## config.mk

```make
export PLATFORM = sky130hd
export DESIGN_NAME = tick_sched_ctrl
export DESIGN_NICKNAME = d
export VERILOG_FILES = /design/src/rtl/tick_sched_ctrl.sv
export SDC_FILE = /design/constraint.sdc
export NUM_CORES = 1
export LEC_CHECK = 0
export CORE_MARGIN = 2
export CORE_UTILIZATION = 55
export CTS_CLUSTER_SIZE = 16
export DETAILED_ROUTE_END_ITERATION = 16
export GPL_ROUTABILITY_DRIVEN = 0
export PLACE_DENSITY = 0.86
export SKIP_LAST_GASP = 1
export SLEW_MARGIN = 20
export SYNTH_ARGS = -nofsm -noshare
export SYNTH_HDL_FRONTEND = slang
export SYNTH_SLANG_ARGS = --single-unit
```

## constraint.sdc

```tcl
create_clock -name CLK -period 2.4 [get_ports CLK]
set_input_delay 0.48 -clock CLK [delete_from_list [all_inputs] [get_ports CLK]]
set_output_delay 0.48 -clock CLK [all_outputs]
set_load 0.005 [all_outputs]
```

## src/rtl/tick_sched_ctrl.sv

```systemverilog
// tick_sched_ctrl: pushbutton-driven tick scheduler.
// A debounced button gives short presses (toggle RUN/PAUSE) and long presses
// (cycle the speed index). In RUN a programmable divider emits a one-cycle
// tick that advances a 5-bit LED counter.
module tick_sched_ctrl #(
    parameter int DIV_MAX     = 6000000,
    parameter int DEB_CYCLES  = 120000,
    parameter int LONG_CYCLES = 6000000
) (
    input  logic       CLK,
    input  logic       BTN_N,
    input  logic       BTN1,
    output logic [4:0] count,
    output logic       tick,
    output logic       running,
    output logic [1:0] speed
);

    localparam int DIV_W  = $clog2(DIV_MAX + 1);
    localparam int DEB_W  = $clog2(DEB_CYCLES + 1);
    localparam int HOLD_W = $clog2(LONG_CYCLES + 1);

    localparam logic [DEB_W-1:0]  DEB_LAST = DEB_W'(DEB_CYCLES - 1);
    localparam logic [HOLD_W-1:0] HOLD_MAX = HOLD_W'(LONG_CYCLES);
    localparam logic [HOLD_W-1:0] HOLD_PRE = HOLD_W'(LONG_CYCLES - 1);

    typedef enum logic {
        ST_RUN   = 1'b0,
        ST_PAUSE = 1'b1
    } state_e;

    logic              sync1_q, sync1_d;
    logic              sync2_q, sync2_d;
    logic              deb_q, deb_d;
    logic [DEB_W-1:0]  stab_q, stab_d;
    logic [HOLD_W-1:0] hold_q, hold_d;
    logic              short_ev_q, short_ev_d;
    logic              long_ev_q, long_ev_d;
    state_e            state_q, state_d;
    logic [1:0]        speed_q, speed_d;
    logic [DIV_W-1:0]  div_q, div_d;
    logic [4:0]        count_q, count_d;
    logic [DIV_W-1:0]  limit;
    logic              tick_c;

    // Each speed step halves the divider terminal count.
    assign limit = DIV_W'(DIV_MAX >> speed_q);

    // Synchronize the raw button, then accept a new level only after it has
    // disagreed with the current one for DEB_CYCLES consecutive cycles.
    always_comb begin
        // NOTE: every combinational output gets a default first so no path
        // leaves it unassigned, which would otherwise infer a latch.
        sync1_d = BTN1;
        sync2_d = sync1_q;
        deb_d   = deb_q;
        stab_d  = '0;
        if (sync2_q != deb_q) begin
            if (stab_q == DEB_LAST) begin
                deb_d = sync2_q;
            end else begin
                stab_d = stab_q + 1'b1;
            end
        end
    end

    // Measure how long the debounced button has been held and classify the
    // press; a press that already produced a long event yields no short one.
    always_comb begin
        hold_d = hold_q;
        if (!deb_q) begin
            hold_d = '0;
        end else if (hold_q != HOLD_MAX) begin
            hold_d = hold_q + 1'b1;
        end
        long_ev_d  = deb_q && (hold_q == HOLD_PRE);
        short_ev_d = deb_q && !deb_d && (hold_q < HOLD_PRE);
    end

    // RUN/PAUSE next-state and speed index, driven by the registered events.
    always_comb begin
        state_d = state_q;
        speed_d = speed_q;
        if (short_ev_q) begin
            state_d = (state_q == ST_RUN) ? ST_PAUSE : ST_RUN;
        end
        if (long_ev_q) begin
            speed_d = speed_q + 2'd1;
        end
    end

    // Divider and LED counter: a tick in the current cycle always counts,
    // even when a press event changes state or speed on the same edge.
    always_comb begin
        tick_c  = (state_q == ST_RUN) && (div_q == limit);
        div_d   = div_q + 1'b1;
        if (long_ev_q || (state_q != ST_RUN) || tick_c) begin
            div_d = '0;
        end
        count_d = count_q + (tick_c ? 5'd1 : 5'd0);
    end

    // All state registers, with synchronous active-low reset.
    always_ff @(posedge CLK) begin
        // NOTE: non-blocking assignments so every flop samples the values
        // from before this edge, independent of statement order.
        if (!BTN_N) begin
            sync1_q    <= 1'b0;
            sync2_q    <= 1'b0;
            deb_q      <= 1'b0;
            stab_q     <= '0;
            hold_q     <= '0;
            short_ev_q <= 1'b0;
            long_ev_q  <= 1'b0;
            state_q    <= ST_RUN;
            speed_q    <= 2'd0;
            div_q      <= '0;
            count_q    <= 5'd0;
        end else begin
            sync1_q    <= sync1_d;
            sync2_q    <= sync2_d;
            deb_q      <= deb_d;
            stab_q     <= stab_d;
            hold_q     <= hold_d;
            short_ev_q <= short_ev_d;
            long_ev_q  <= long_ev_d;
            state_q    <= state_d;
            speed_q    <= speed_d;
            div_q      <= div_d;
            count_q    <= count_d;
        end
    end

    assign count   = count_q;
    assign tick    = tick_c;
    assign running = (state_q == ST_RUN);
    assign speed   = speed_q;

endmodule
```

==> impl_metrics.csv <==
group,metric,value,unit
outcome,status,"finished with violations",
outcome,violations,"negative setup slack",
route,avgViaCountPerCell,5.62,
run,maxCapViolations,0,
power,p_switching,0.000482,W
yosys,synth_ff_type,"dfxtp_1",
setup_path,required,1920,ps
power,ir_drop,0.452,mV
timing,finClkSkew,11.8,ps
cts,clk_pin_slew,80,ps
die,initial_core_util,0.565,
timing,min_period,2480,ps
route,drc,0,
cells_and_area,drive_gt1_frac,0.157,
power,leakage,1.46,nW
yosys,synth-seq-cells,76,
yosys,syn_inst,406,
yosys,synthArstFlopShare,0,
setup_path,critPathKind,"reg2out",
grt,grt.overflow.total,0,
power,power_frac_seq,0.549,
power,switching_share,0.208,
cells_and_area,final_net_count,462,
hold_path,min_path_type,"reg2reg",
cts,clock_sinks,76,
cts,cts_tree,"built",
die,rows,29,
cts,ctsHoldBuffers,0,
route,post_drt_wl_per_cell,15.2,um
timing,hold-worst-slack,440,ps
die,ios,12,
cells_and_area,mostFrequentLayoutCell,"dfxtp_1",
yosys,syn-num-nets,422,
cells_and_area,area_growth,19.9,%
setup_path,cp_slowest_cell,"or3_1",
setup_path,cp.arrival,2000,ps
yosys,syn_area_per_cell,8.74,um2
grt,antenna_found_initial,0,
cts,clock_latency,340,ps
grt,grt_max_degree,23,
cts,clockBufferDepth,2,
timing,drv_slew,0,
route,ant_nets,0,
setup_path,end_kind,"primary output",
placement,port_buffers,11,
route,dr_total_vias,2967,
power,p_int,0.00183,W
setup_path,cp_cell_sequence,"inv_4, buf_4, ha_2, or3_1, nand2_1, o2111ai_2, nor2_2, buf_2",
yosys,ys_types,34,
die,die_h,84.3,um
cells_and_area,layout_common_cells,"72 x dfxtp_1, 68 x nor2_1, 35 x xnor2_1",
grt,grt.total_usage,0.227,
timing,period_share,1.03,
placement,dpl.hpwl,5060,um
grt,grt_pass1_wl,13100,um
die,dieArea,0.00711,mm2
timing,setup_viol,1,
yosys,synthesis.area,0.00355,mm2
cts,cts_root_buf,"clkbuf_8",
power,pwr-share-clk,0.427,
placement,dpl_cell_area,0.00388,mm2
timing,final-hold-violation-count,0,
timing,setup_ws,-78.4,ps
die,core_area,0.00628,mm2
yosys,yosys_warnings,0,
timing,max_freq,403,MHz
power,powerDensity,544,mW/mm2
cells_and_area,final_area,0.00425,mm2
cells_and_area,fillers,429,
route,routed_wl,8040,um
timing,rsz0062_at_grt,"true",
grt,grt_pass1_vias,2909,
cells_and_area,antenna_cells,0,
cts,cts_made_buffers,9,
setup_path,start_kind,"flop",
route,drtPass1Iterations,5,
route,drt_iter0_markers,196,
timing,relSlewSlack,0.597,
setup_path,cpPeakStageDelay,370,ps
timing,setup_tns,-78.4,ps
die,die_width,84.3,um
power,p_comb_frac,0.024,
power,power,0.00231,W
yosys,yosysSeqAreaShare,0.429,
cts,cts.htree.levels,3,
setup_path,cp_max_fo,3,
yosys,synth_edf_count,0,
timing,tightest_slew,599,ps
==> final timing paths <==
| check | from | end | slack [ps] | cells after the start |
|---|---|---|---|---|
| max | speed[0] | tick | -80 | 8 |
| max reg2reg | speed[0] | count[4] | 10 | 13 |
| min | sync1_q | sync2_q | 440 | 1 |
| min reg2reg | sync1_q | sync2_q | 440 | 1 |
==> metal layers <==
| metal | vias up | track usage | share of wire |
|---|---|---|---|
| met1 | 1381 | 0.256 | 0.41 |
| li1 | 1446 | - | - |
| met2 | 112 | 0.384 | 0.50 |
| met5 | - | 0 | 0 |
| met3 | 28 | 0.0649 | 0.052 |
| met4 | 0 | 0.128 | 0.035 |
==> cell type report <==
| cell class | instances | area, um2 | share of cell area |
|---|---|---|---|
| multi-input combinational | 304 | 2050 | 0.482 |
| sequential | 76 | 1530 | 0.359 |
| tap | 77 | 96.3 | 0.0227 |
| clock buffer | 13 | 159 | 0.0374 |
| clock inverter | 3 | 45.0 | 0.0106 |
| timing repair buffer | 39 | 315 | 0.0741 |
| inverter | 16 | 62.6 | 0.0147 |
==> synthesized netlist by cell type (all sizes together), types with 4 or more instances <==
master  count  area, um2
nor3       12       65.1
inv        16       60.1
nand3      31        155
nand2b      4       25.0
ha         13        163
nor2       69        259
xnor2      37        324
a21oi       5       25.0
o21ai       6       33.8
and3       10       62.6
dfxtp      76       1520
and4        4       35.0
clkbuf      7       26.3
nand2      20       75.1
or3         6       37.5
nand4      14       87.6
and2       11       68.8
xor2       30        263
nor4       12       75.1
==> critical path, delay by kind of cell (launching register included) <==
family | cells | cell delay (ps)
adder cells (fa/ha/maj) | 1 | 180
AO/OA/AOI/OAI | 1 | 180
AND/OR/NAND/NOR | 3 | 630
buffers and inverters | 3 | 300
flip-flops | 1 | 360
==> through the flow <==
| step | setup slack (ps) | util | cells |
|---|---|---|---|
| after detailed placement | -243 | 0.619 | 508 |
| after CTS | -19.2 | 0.664 | 526 |
| after global routing | -167 | 0.677 | 528 |
| after floorplan | 5.69 | - | 406 |
| after global placement | -174 | 0.619 | 508 |
| final | -78.4 | 0.677 | 528 |
==> state kept, by name, indices dropped and copies added (netlist names) <==
signal      cells
hold_q         23
stab_q         17
sync2_q         1
sync1_q         1
long_ev_q       1
state_q         1
count           5
short_ev_q      1
div_q          23
speed           2
deb_q           1
==> cells by family after synthesis <==
family                     after synthesis  share of synthesized area
and+or+nand+nor                        204                      0.291
DFF                                     76                      0.429
xor gates and xnor gates                67                      0.165
buffers and inverters                   26                     0.0321
AOI/OAI and AO/OA                       17                     0.0289
adders and majority gates               13                     0.0458
muxes                                    3                    0.00846
==> power groups by stage <==
stage | Clock, W | Combinational, W | Sequential, W
floorplan | 0 | 0.0000245 | 0.00130
global placement | 0 | 0.0000406 | 0.00130
detailed placement | 0 | 0.0000430 | 0.00130
CTS | 0.000994 | 0.0000536 | 0.00127
global route | 0.00107 | 0.0000604 | 0.00127
finish | 0.000987 | 0.0000549 | 0.00127
==> repair_timing <==
item,CTS,global route
pin swaps,6,5
endpoints found under the setup margin,5,5
buffers inserted,2,2
gates resized for setup,21,12
Note: power is estimated with default switching activity, not from simulation.
